### src/rtl/axi_pkg.sv
// Shared AXI4 encodings and the master FSM state type used by the
// simple master and its beat counter.
package axi_pkg;

  localparam logic [1:0] BURST_FIXED = 2'b00;
  localparam logic [1:0] BURST_INCR  = 2'b01;
  localparam logic [1:0] BURST_WRAP  = 2'b10;

  localparam logic [1:0] RESP_OKAY   = 2'b00;
  localparam logic [1:0] RESP_EXOKAY = 2'b01;
  localparam logic [1:0] RESP_SLVERR = 2'b10;
  localparam logic [1:0] RESP_DECERR = 2'b11;

  localparam logic [2:0] SIZE_WORD = 3'b010;

  typedef enum logic [2:0] {
    IDLE,
    RD_ADDR,
    RD_DATA,
    WR_ADDR,
    WR_DATA,
    WR_RESP,
    DONE
  } mst_state_e;

  // EXOKAY also counts as an error: this master never issues exclusive accesses.
  function automatic logic resp_is_err(input logic [1:0] resp);
    return resp != RESP_OKAY;
  endfunction

endpackage

### src/rtl/axi_beat_counter.sv
// Burst beat counter: loads len+1 beats and counts down once per data
// handshake; reused by the SRAM slave front end.
module axi_beat_counter (
  input  logic       clk_i,
  input  logic       rst_i,
  input  logic       load_i,
  input  logic [7:0] len_i,
  input  logic       dec_i,
  output logic       last_o,
  output logic       done_o
);

  logic [8:0] cnt_q, cnt_d;

  // Nine bits so len=255 loads 256 without wrapping to zero.
  always_comb begin
    cnt_d = cnt_q;
    if (load_i) begin
      cnt_d = {1'b0, len_i} + 9'd1;
    end else if (dec_i && (cnt_q != 9'd0)) begin
      cnt_d = cnt_q - 9'd1;
    end
  end

  always_ff @(posedge clk_i) begin
    if (rst_i) begin
      cnt_q <= '0;
    end else begin
      cnt_q <= cnt_d;
    end
  end

  assign last_o = (cnt_q == 9'd1);
  assign done_o = (cnt_q == 9'd0);

endmodule

### src/rtl/axi_simple_master.sv
// AXI4 master bridge: turns one core-side request at a time into a single
// AXI read or write INCR burst and reports completion with an error flag.
module axi_simple_master
  import axi_pkg::*;
#(
  parameter logic [3:0] AXI_ID  = 4'h0,
  parameter logic [7:0] MAX_LEN = 8'd15
) (
  input  logic        ACLK,
  input  logic        ARESET,
  input  logic        req_valid,
  output logic        req_ready,
  input  logic        req_wr,
  input  logic [31:0] req_addr,
  input  logic [7:0]  req_len,
  input  logic        wdata_valid,
  output logic        wdata_ready,
  input  logic [31:0] wdata,
  input  logic [3:0]  wstrb,
  output logic        rdata_valid,
  input  logic        rdata_ready,
  output logic [31:0] rdata,
  output logic        rdata_last,
  output logic        resp_valid,
  input  logic        resp_ready,
  output logic        resp_err,
  output logic [3:0]  AWID,
  output logic [31:0] AWADDR,
  output logic [7:0]  AWLEN,
  output logic [2:0]  AWSIZE,
  output logic [1:0]  AWBURST,
  output logic        AWLOCK,
  output logic [3:0]  AWCACHE,
  output logic [2:0]  AWPROT,
  output logic        AWVALID,
  input  logic        AWREADY,
  output logic [31:0] WDATA,
  output logic [3:0]  WSTRB,
  output logic        WLAST,
  output logic        WVALID,
  input  logic        WREADY,
  input  logic [3:0]  BID,
  input  logic [1:0]  BRESP,
  input  logic        BVALID,
  output logic        BREADY,
  output logic [3:0]  ARID,
  output logic [31:0] ARADDR,
  output logic [7:0]  ARLEN,
  output logic [2:0]  ARSIZE,
  output logic [1:0]  ARBURST,
  output logic        ARLOCK,
  output logic [3:0]  ARCACHE,
  output logic [2:0]  ARPROT,
  output logic        ARVALID,
  input  logic        ARREADY,
  input  logic [3:0]  RID,
  input  logic [31:0] RDATA,
  input  logic [1:0]  RRESP,
  input  logic        RLAST,
  input  logic        RVALID,
  output logic        RREADY
);

  mst_state_e  state_q, state_d;
  logic [31:0] addr_q, addr_d;
  logic [7:0]  len_q, len_d;
  logic        err_q, err_d;

  logic cnt_load, cnt_dec, cnt_last, cnt_done;

  axi_beat_counter u_beat_counter (
    .clk_i  (ACLK),
    .rst_i  (ARESET),
    .load_i (cnt_load),
    .len_i  (req_len),
    .dec_i  (cnt_dec),
    .last_o (cnt_last),
    .done_o (cnt_done)
  );

  // IDs are ignored because only one transaction is ever outstanding.
  logic unused_inputs;
  assign unused_inputs = ^{BID, RID, cnt_done};

  assign AWID    = AXI_ID;
  assign AWADDR  = addr_q;
  assign AWLEN   = len_q;
  assign AWSIZE  = SIZE_WORD;
  assign AWBURST = BURST_INCR;
  assign AWLOCK  = 1'b0;
  assign AWCACHE = 4'h0;
  assign AWPROT  = 3'h0;

  assign ARID    = AXI_ID;
  assign ARADDR  = addr_q;
  assign ARLEN   = len_q;
  assign ARSIZE  = SIZE_WORD;
  assign ARBURST = BURST_INCR;
  assign ARLOCK  = 1'b0;
  assign ARCACHE = 4'h0;
  assign ARPROT  = 3'h0;

  assign WDATA = wdata;
  assign WSTRB = wstrb;
  assign rdata = RDATA;

  always_comb begin
    state_d     = state_q;
    addr_d      = addr_q;
    len_d       = len_q;
    err_d       = err_q;
    cnt_load    = 1'b0;
    cnt_dec     = 1'b0;
    req_ready   = 1'b0;
    ARVALID     = 1'b0;
    AWVALID     = 1'b0;
    WVALID      = 1'b0;
    WLAST       = 1'b0;
    wdata_ready = 1'b0;
    rdata_valid = 1'b0;
    rdata_last  = 1'b0;
    RREADY      = 1'b0;
    BREADY      = 1'b0;
    resp_valid  = 1'b0;
    resp_err    = 1'b0;

    unique case (state_q)
      IDLE: begin
        req_ready = 1'b1;
        if (req_valid) begin
          addr_d   = req_addr;
          len_d    = req_len;
          cnt_load = 1'b1;
          // Oversized bursts complete immediately with an error and never touch the bus.
          if (req_len > MAX_LEN) begin
            err_d   = 1'b1;
            state_d = DONE;
          end else begin
            state_d = req_wr ? WR_ADDR : RD_ADDR;
          end
        end
      end

      RD_ADDR: begin
        ARVALID = 1'b1;
        if (ARREADY) state_d = RD_DATA;
      end

      RD_DATA: begin
        rdata_valid = RVALID;
        RREADY      = rdata_ready;
        rdata_last  = cnt_last & RVALID;
        if (RVALID && rdata_ready) begin
          cnt_dec = 1'b1;
          err_d   = err_q | resp_is_err(RRESP) | (RLAST != cnt_last);
          if (cnt_last) state_d = DONE;
        end
      end

      WR_ADDR: begin
        AWVALID = 1'b1;
        if (AWREADY) state_d = WR_DATA;
      end

      WR_DATA: begin
        WVALID      = wdata_valid;
        wdata_ready = WREADY;
        WLAST       = cnt_last;
        if (wdata_valid && WREADY) begin
          cnt_dec = 1'b1;
          if (cnt_last) state_d = WR_RESP;
        end
      end

      WR_RESP: begin
        BREADY = 1'b1;
        if (BVALID) begin
          err_d   = err_q | resp_is_err(BRESP);
          state_d = DONE;
        end
      end

      DONE: begin
        resp_valid = 1'b1;
        resp_err   = err_q;
        if (resp_ready) begin
          err_d   = 1'b0;
          state_d = IDLE;
        end
      end

      default: state_d = IDLE;
    endcase
  end

  always_ff @(posedge ACLK) begin
    if (ARESET) begin
      state_q <= IDLE;
      addr_q  <= '0;
      len_q   <= '0;
      err_q   <= 1'b0;
    end else begin
      state_q <= state_d;
      addr_q  <= addr_d;
      len_q   <= len_d;
      err_q   <= err_d;
    end
  end

endmodule

### config.mk
export PLATFORM = sky130hd
export DESIGN_NAME = axi_simple_master
export DESIGN_NICKNAME = d
export VERILOG_FILES = /design/src/rtl/axi_pkg.sv /design/src/rtl/axi_beat_counter.sv /design/src/rtl/axi_simple_master.sv
export SDC_FILE = /design/constraint.sdc
export NUM_CORES = 1
export LEC_CHECK = 0
export ABC_AREA = 1
export BUFFER_PORTS_ARGS = -buffer_cell sky130_fd_sc_hd__buf_2
export CAP_MARGIN = 40
export CORE_AREA = 2 2 125 127
export DETAILED_ROUTE_END_ITERATION = 16
export DIE_AREA = 0 0 127 129
export GPL_TIMING_DRIVEN = 1
export PLACE_DENSITY = 0.57
export SLEW_MARGIN = 20
export SYNTH_ARGS = -nofsm -noshare
export SYNTH_HDL_FRONTEND = slang
export SYNTH_SLANG_ARGS = --single-unit
export TNS_END_PERCENT = 50
### constraint.sdc
create_clock -name ACLK -period 1.3 [get_ports ACLK]
set_input_delay 0.13 -clock ACLK [delete_from_list [all_inputs] [get_ports ACLK]]
set_output_delay 0.13 -clock ACLK [all_outputs]
set_load 0.05 [all_outputs]
==> impl.org <==
** Placement
- After legalization and detailed placement, the total HPWL measured 7528 um.
- In this run, placement finished with an instance count of 799.
- During placement, the flow inserted port buffers numbering 148.
- Cell area after placement :: 4101 um^2
- The congestion estimate from routability-driven global placement came to 0.8363.

** Final layout
- In the final layout, the share of cells above drive strength 1 is 51.78%.
- Filler instances :: 1,547
- Count of placed standard cells in the final layout, fillers left out :: 835
- From synthesis to final layout, the design area changed by 33.42%.
- Number of diodes :: 0
- NumNets Final :: 783
- Layout Cell Area excl Fill :: 5145 um^2

** Pwr
- VDD IR max :: 672.0 uV
- Static leakage :: 2.590 nW
- For this design the ratio of total power to cell area is 2209 nW/um^2.
- Overall power consumption after layout is estimated at 11.37 mW.

** Worst setup path
- The worst setup path is captured at an output port.
- Maximum fanout along the worst path :: 4
- The critical path is of the register to output port type.
- STA classifies the critical path startpoint as a register.
- Data required, critical path :: 1170 ps
- At the worst endpoint, the arrival time is 1390 ps.

** Floorplan
- # rows :: 45
- Height of the die :: 129 um
- Measured along the x axis, the die boundary spans 127 um.
- During I/O placement, the number of pins put on the boundary was 327.
- Floorplan Core Area :: 14,980 um^2
- Effective utilization at floorplan :: 25.75%
- Full die area :: 16,380 um^2

** Global routing
- Entering global routing, the biggest net connects 26 pins.
- After global routing the overflow that remains totals 0.
- Total Routing Usage GR :: 12.10%
- Global-route wire length before repair :: 16,210 um
- The initial antenna violation count was 0.
- The via count of the first global-routing pass came to 3,295.

** Timing
- Setup repair after global routing could not meet its margin everywhere.
- Count of final max-slew check failures :: 0
- After layout, the worst setup slack is -216.5 ps.
- Setup violation total in the final timing report :: 52
- Subtracting the final worst setup slack from the clock period gives 1517 ps.
- Hold is met by 79.00 ps.
- Number of hold violations in the final report :: 0
- Dividing the final minimum period by the clock period gives 116.7%.
- Total negative slack :: -3977 ps
- Worst clock skew :: 4.982 ps
- Peak clock frequency supported by timing :: 659.4 MHz

** Yosys
- Unique masters post-synth :: 32
- Mean cell area of the mapped netlist :: 6.961 um^2
- After technology mapping, the gate count stands at 554.
- After synthesis, flip-flops and latches occupy 27.51% of the total area.
- Cell type contributing the most total cell area after synthesis :: sky130_fd_sc_hd__buf_4
- Cell area after technology mapping :: 3856 um^2
- Area share of the largest cell type after synthesis :: 28.81%
- During synthesis, Yosys emitted a total of 0 warnings.
- In the post-synthesis netlist, the biggest area contributors are sky130_fd_sc_hd__buf_4, sky130_fd_sc_hd__dfxtp_1, sky130_fd_sc_hd__nand2_1.
- The synthesized design contains 53 register bits.

** CTS
- Level count of the clock H-tree :: 2
- Post-CTS Hold Buffers :: 0
- Counting the buffers created by CTS gives 5.
- CTS tree :: built
- The clock passes through at most 2 buffers.
- Clock network latency to the later pin of the worst-skew pair :: 290 ps
- Num Clock Sinks :: 53
- Root cell of the clock tree :: sky130_fd_sc_hd__clkbuf_16
- Clock-pin slew was measured on the worst setup and hold paths at 70 ps.

** Drt
- In the final routed layout, each cell accounts on average for 12.85 um.
- The routed design uses 5728 um of met2 wire.
- Total vias in the final route :: 3,561
- Detail Route met3 WL :: 697 um
- Max Used Layer :: met4
- In the routed design, unresolved DRC markers number 0.
- DRT iter0 DRCs :: 89
- Number of routed nets with antenna violations :: 0
- Number of iterations in the first detailed-routing pass :: 4
- Detailed-route wire length :: 10,730 um
- Routed via count divided by cell count :: 4.265
- For this block, wires on met1 add up to 4177 um.

** Hold path
- Worst Hold Class :: primary input to register

** Run status
- The checks that failed: negative setup slack.
- The flow ran to the end, but the final reports show violations.

** Flow run
- Max-cap violations in this run came to 0.
[report_power, final]
| part | switching [mW] | internal (mW) |
|---|---|---|
| sequential | 0.360 | 2.02 |
| clock | 0.585 | 0.717 |
| combinational | 4.81 | 2.87 |
[logic make-up (layout without fill, tap and decap cells)]
| kind of cell | count (synthesis) | count (layout) | share of synthesized area [%] |
|---|---|---|---|
| DFF | 53 | 53 | 27.51 |
| and+or+nand+nor | 228 | 229 | 26.25 |
| buffers and inverters | 201 | 261 | 35.07 |
| AOI/OAI and AO/OA | 64 | 64 | 9.215 |
| other | 2 | 34 | 0.1948 |
| adders and majority gates | 4 | 4 | 1.298 |
| xor gates and xnor gates | 2 | 2 | 0.4543 |
[per-stage QoR]
stage               util, %  setup slack, ps
CTS                   32.72           -285.5
global route          34.35           -301.0
detailed placement    27.39           -240.3
global placement      27.39           -231.9
floorplan                 -           -246.2
finish                34.35           -216.5
[layout by cell type, fill, tap and decap left out, drive strengths merged, types with 4 or more instances in the layout]
cell / n
nand3: 34
conb: 34
clkbuf: 8
buf: 212
o21ai: 13
inv: 39
a21oi: 49
nor3: 6
ha: 4
nor2: 47
nand2: 138
dfxtp: 53
[cell usage after synthesis, drive strengths merged]
master / count
buf: 156
nand2: 137
dfxtp: 53
a21oi: 49
nor2: 47
inv: 39
nand3: 34
o21ai: 13
nor3: 6
clkbuf: 5
ha: 4
nand4: 3
conb: 2
xnor2: 2
clkinv: 1
nand3b: 1
o211ai: 1
o21bai: 1
[worst paths after layout]
kind | startpoint | to | slack, ps | depth (start not counted)
max | u_beat_counter.cnt_q[0] | rdata_last | -220 | 6
min | req_addr[4] | ARADDR[4] | 80 | 3
min reg2reg | ARADDR[9] | ARADDR[9] | 480 | 2
max reg2reg | u_beat_counter.cnt_q[6] | u_beat_counter.cnt_q[6] | -150 | 10
[flip-flops by register name (all words and copies together), names as in the netlist]
name / count
ARLEN: 8
ARADDR: 32
state_q: 3
err_q: 1
u_beat_counter.cnt_q: 9
[critical path, stage by stage (launching register included)]
cell and delay [ps]:
sky130_fd_sc_hd__dfxtp_4 380, sky130_fd_sc_hd__ha_4 140, sky130_fd_sc_hd__nand2_4 40, sky130_fd_sc_hd__nor2_4 130, sky130_fd_sc_hd__nand2_4 90, sky130_fd_sc_hd__nor3_4 130, sky130_fd_sc_hd__buf_6 180
[final cells by class]
class	count	area, um^2	share of cell area (%)
tap	188	235.2	4.572
clock inverter	1	7.507	0.1459
multi-input combinational	333	2016	39.18
sequential	53	1077	20.94
inverter	40	162.7	3.161
clock buffer	7	132.6	2.578
timing repair buffer	213	1514	29.43
[layer usage]
metal	up-vias	GRT usage, %
met3	24	2.827
met5	-	0
met2	129	22.87
met1	1667	13.58
met4	0	3.426
li1	1741	-
[repair_timing]
item | 4_1_cts | 5_1_grt
buffers inserted | 19 | 9
cloned | 5 | 2
resized for setup | 107 | 74
hold endpoints to repair | 0 | 0
endpoints found under the setup margin | 65 | 65
pin swaps | 25 | 26
Power figures use the tool's default switching activity.
